--- src/rtl/keypad_scanner.sv ---
// 4x4 active-low keypad scanner: drives one column low per 4-clock slot, synchronizes the rows,
// debounces whole-scan results and emits a one-clock pulse per new key press.
module keypad_scanner #(
    parameter int unsigned DEBOUNCE_SCANS = 2
) (
    input  logic       clk_480Hz,
    input  logic       reset,
    input  logic [3:0] row,
    output logic [3:0] col,
    output logic [3:0] key_code,
    output logic       key_down,
    output logic       key_valid
);

    localparam logic [2:0] DbTarget = 3'(DEBOUNCE_SCANS);

    typedef enum logic [1:0] {
        StCol0 = 2'd0,
        StCol1 = 2'd1,
        StCol2 = 2'd2,
        StCol3 = 2'd3
    } state_e;

    state_e      state_q, state_d;
    logic [1:0]  phase_q, phase_d;
    logic [3:0]  row_meta_q, row_s_q;
    logic [3:0]  slice_q [4];
    logic [4:0]  prev_q, prev_d;
    logic [4:0]  result;
    logic [2:0]  stable_q, stable_d;
    logic [3:0]  key_code_q, key_code_d;
    logic        key_down_q, key_down_d;
    logic        key_valid_q, key_valid_d;
    logic        capture, scan_end;
    logic [15:0] all_rows;
    logic [4:0]  n_keys;
    logic [3:0]  hit_code;

    // idx = {column, row}
    function automatic logic [3:0] key_map(input logic [3:0] idx);
        logic [3:0] code;
        case (idx)
            4'h0: code = 4'h1;
            4'h1: code = 4'h4;
            4'h2: code = 4'h7;
            4'h3: code = 4'h0;
            4'h4: code = 4'h2;
            4'h5: code = 4'h5;
            4'h6: code = 4'h8;
            4'h7: code = 4'hF;
            4'h8: code = 4'h3;
            4'h9: code = 4'h6;
            4'hA: code = 4'h9;
            4'hB: code = 4'hE;
            4'hC: code = 4'hA;
            4'hD: code = 4'hB;
            4'hE: code = 4'hC;
            default: code = 4'hD;
        endcase
        return code;
    endfunction

    always_comb begin
        state_d = state_q;
        phase_d = phase_q + 2'd1;
        capture = (phase_q == 2'd3);
        if (capture) begin
            case (state_q)
                StCol0:  state_d = StCol1;
                StCol1:  state_d = StCol2;
                StCol2:  state_d = StCol3;
                StCol3:  state_d = StCol0;
                default: state_d = StCol0;
            endcase
        end
    end

    assign scan_end = capture && (state_q == StCol3);

    always_comb begin
        col = 4'b1110;
        case (state_q)
            StCol1:  col = 4'b1101;
            StCol2:  col = 4'b1011;
            StCol3:  col = 4'b0111;
            default: col = 4'b1110;
        endcase
    end

    // Column 3 is captured on the same edge the scan is evaluated, so use row_s directly.
    always_comb begin
        all_rows = {row_s_q, slice_q[2], slice_q[1], slice_q[0]};
        n_keys   = '0;
        hit_code = '0;
        for (int i = 0; i < 16; i++) begin
            if (!all_rows[i]) begin
                n_keys   = n_keys + 5'd1;
                hit_code = key_map(4'(i));
            end
        end
        result = (n_keys == 5'd1) ? {1'b1, hit_code} : 5'b0_0000;
    end

    always_comb begin
        prev_d      = prev_q;
        stable_d    = stable_q;
        key_code_d  = key_code_q;
        key_down_d  = key_down_q;
        key_valid_d = 1'b0;
        if (scan_end) begin
            prev_d = result;
            if (result != prev_q) begin
                stable_d = 3'd1;
            end else if (stable_q >= DbTarget) begin
                stable_d = DbTarget;
            end else begin
                stable_d = stable_q + 3'd1;
            end
            if (stable_d == DbTarget) begin
                if (!result[4]) begin
                    key_down_d = 1'b0;
                end else if (!key_down_q || (key_code_q != result[3:0])) begin
                    key_code_d  = result[3:0];
                    key_down_d  = 1'b1;
                    key_valid_d = 1'b1;
                end
            end
        end
    end

    always_ff @(posedge clk_480Hz) begin
        if (!reset) begin
            state_q     <= StCol0;
            phase_q     <= 2'd0;
            row_meta_q  <= 4'hF;
            row_s_q     <= 4'hF;
            for (int c = 0; c < 4; c++) begin
                slice_q[c] <= 4'hF;
            end
            prev_q      <= 5'b0_0000;
            stable_q    <= 3'd0;
            key_code_q  <= 4'h0;
            key_down_q  <= 1'b0;
            key_valid_q <= 1'b0;
        end else begin
            state_q     <= state_d;
            phase_q     <= phase_d;
            row_meta_q  <= row;
            row_s_q     <= row_meta_q;
            if (capture) begin
                slice_q[state_q] <= row_s_q;
            end
            prev_q      <= prev_d;
            stable_q    <= stable_d;
            key_code_q  <= key_code_d;
            key_down_q  <= key_down_d;
            key_valid_q <= key_valid_d;
        end
    end

    assign key_code  = key_code_q;
    assign key_down  = key_down_q;
    assign key_valid = key_valid_q;

endmodule

--- config.mk ---
export PLATFORM = sky130hd
export DESIGN_NAME = keypad_scanner
export DESIGN_NICKNAME = d
export VERILOG_FILES = /design/src/rtl/keypad_scanner.sv
export SDC_FILE = /design/constraint.sdc
export NUM_CORES = 1
export LEC_CHECK = 0
export ABC_AREA = 1
export BUFFER_PORTS_ARGS = -buffer_cell sky130_fd_sc_hd__buf_2
export CORE_MARGIN = 2
export CORE_UTILIZATION = 36
export DETAILED_ROUTE_END_ITERATION = 10
export GPL_ROUTABILITY_DRIVEN = 1
export MAX_ROUTING_LAYER = met4
export SETUP_SLACK_MARGIN = 0.02
export SKIP_LAST_GASP = 1
export SYNTH_ARGS = -nofsm -noshare
export SYNTH_HDL_FRONTEND = slang
export SYNTH_SLANG_ARGS = --single-unit
--- constraint.sdc ---
create_clock -name clk_480Hz -period 9.5 [get_ports clk_480Hz]
set_clock_uncertainty 0.1 [all_clocks]
set_input_delay 0.95 -clock clk_480Hz [delete_from_list [all_inputs] [get_ports clk_480Hz]]
set_output_delay 0.95 -clock clk_480Hz [all_outputs]
set_load 0.1 [all_outputs]
==> results.ini <==
[global_routing]
grt_max_degree = 21
grt_pass1_vias = 3203
gr-usage-all-layers_pct = 14.3
antenna_found_initial = 0
overflow = 0
grt_pass1_wl_microns = 13300

[place]
portBuffers = 15
hpwl_microns = 5880
finalWeightedCongestion = 0.834

[setup_path]
crit_fanout = 7
crit_required_ns = 9.59
critPathLaunch = slice_q[0][1]$_SDFFCE_PN1P_
cp_num_buf_inv = 6
cp_slowest_cell = edfxtp_1
r2r-end = key_code[3]$_SDFFE_PN0P_
worstSetupPathDepth = 60
cp_top_family = simple AND/OR/NAND/NOR gates
reg2reg_depth = 60
crit_type = reg -> reg
end_kind = register
r2r_slack_ns = 0.65
crit_arrival_ns = 8.95
path_common_cell = nand2_1
cp_slowest_stage_delay_ns = 0.39
endpoint = key_code[3]$_SDFFE_PN0P_
r2r-start = slice_q[0][1]$_SDFFCE_PN1P_
worstSetupStartpointType = register

[power_and_ir_drop]
powerDensity_nw_per_um2 = 92.2
finalPower_uw = 384
p_leak_uw = 0.00227
ir_drop_uv = 125

[cts]
cts_sinks = 38
clkTransAtPathRegs_ns = 0.08
cts_tree = built
clk_latency_ns = 0.29
cts_made_buffers = 5
root_buffer = clkbuf_8
cts_buffer_depth = 2
cts.hold.buffers_added = 0
htree_levels = 2

[sta]
finalMaxSlewViolations = 0
finalHoldViolations = 0
fin_crit_ns = 8.85
max-slew-margin-rel_pct = 60.3
hold_slack_ns = 0.311
fmax_ghz = 0.113
setup_viol = 0
min_period_over_period_pct = 93.2
tightest_slew_ns = 0.589

[floorplan]
dieArea_sq_um = 11100
die_h_microns = 106
ios = 16
row_count = 37
initial_utilization_pct = 36.4
die-width_microns = 106
coreArea_sq_um = 10200

[layout]
nFillCells = 1095
drive_above_1_share_pct = 23.4
final_cell_mix = nand2_1 (161), inv_1 (90), nor2_1 (47)
post-route-util_pct = 41.0
diodes = 0
final_common_cell = nand2_1
final_nets = 629
syn2layout_area_growth_pct = 12.4

[logic_synthesis]
synthCells = 578
synth_top_area_cell = nand2_1
seq_area_frac_synth_pct = 23.7
syn_nets = 609
ys_types = 36
avgSynthCellArea_sq_um = 6.42
synth_seq_cells = 38
synth_area_leaders = nand2_1 (16%), dfxtp_1 (14%), edfxtp_1 (9.7%), inv_1 (9.3%), ha_1 (8.4%)
ys_warn_count = 0
synthesis.area_sq_um = 3710
synth_top_cell_area_share_pct = 16.5

[route]
viasPerCell = 4.63
wl_per_cell_microns = 10.1
vias = 3404
ant_nets = 0
route.detailed.drc = 0
drt_pass1_iterations = 4
drt-initial-drc-count = 98
drt-total-wl_microns = 7440

[flow_run]
maxCapViolations = 0

[run_status]
status = complete, no violations

[worst_hold_path]
hold_start = row_meta_q[3]$_SDFF_PN1_
min_path_type = reg -> reg

==> kinds of logic after synthesis <==
family                     synth area share [%]
and+or+nand+nor                            49.3
buffers and inverters                      11.8
AOI/OAI and AO/OA                          6.48
DFF                                        23.7
adders and majority gates                  8.43
xor gates and xnor gates                  0.236
==> through the flow <==
step           std cells  setup slack [ns]  instance area [sq um]  setup TNS (ns)
2_1_floorplan        578              1.11                   3710               0
4_1_cts              727             0.384                   4040               0
3_5_place_dp         719             0.448                   3900               0
5_1_grt              735           -0.0526                   4170          -0.124
3_3_place_gp         719             0.632                   3900               0
6_report             735             0.647                   4170               0
==> layer usage <==
layer  vias to the layer above  wire, microns  GRT usage [%]  share of wire (%)
li1                       1852              -              -                  -
met1                      1503           3700           17.8                 50
met2                        36           3480           24.6                 47
met3                        13            158           1.55                2.1
met4                         0            104           3.95                1.4
met5                         -              0              -                  0
==> sequential cells by signal (all words and copies together), names as in the netlist <==
signal	flops
key_code	4
row_s_q	4
stable_q	3
key_down	1
slice_q	12
state_q	2
row_meta_q	4
key_valid	1
phase_q	2
prev_q	5
==> synth_stat cells (all sizes together) <==
master and count:
nor3b 3, xor2 1, o21ai 20, dfxtp 26
a31oi 2, edfxtp 12, a21oi 14, nor3 2
nand4 10, or2 16, a32oi 1, o21a 2
clkbuf 4, o211ai 2, nand3b 7, buf 6
inv 101, ha 25, nor2 55, a211oi 1
and2 2, o21bai 1, nand3 60, nand2 205
==> worst min-delay path by stage <==
stage | end | slack (ns) | cells after the start
2_1_floorplan | row_s_q[1]$_SDFF_PN1_ | 0.29 | 1
3_3_place_gp | row_s_q[3]$_SDFF_PN1_ | 0.30 | 1
3_5_place_dp | row_s_q[3]$_SDFF_PN1_ | 0.30 | 1
4_1_cts | row_s_q[3]$_SDFF_PN1_ | 0.32 | 1
5_1_grt | row_s_q[3]$_SDFF_PN1_ | 0.33 | 1
6_report | row_s_q[3]$_SDFF_PN1_ | 0.31 | 1
==> cell type report <==
type                    count  area, sq um  share of cell area [%]
clock buffers               5         68.8                    1.65
clock inverters             3         68.8                    1.65
inverters                 101          379                    9.09
multi-input cells         430         2480                    59.4
flip-flops and latches     38          881                    21.1
well taps                 136          170                    4.08
repair buffers             22          128                    3.06
==> report_power, final <==
| group | switching [uW] | leakage [uW] | internal, uW |
|---|---|---|---|
| sequential | 2.45 | 0.000294 | 170 |
| clock | 57.1 | 0.0000683 | 105 |
| combinational | 32.0 | 0.00191 | 18.0 |
==> repair_timing <==
item / CTS / global route
buffers inserted: 0 / 7
gates resized for setup: 0 / 16
setup endpoints to repair: 0 / 9
Note: power is estimated with default switching activity, not from simulation.
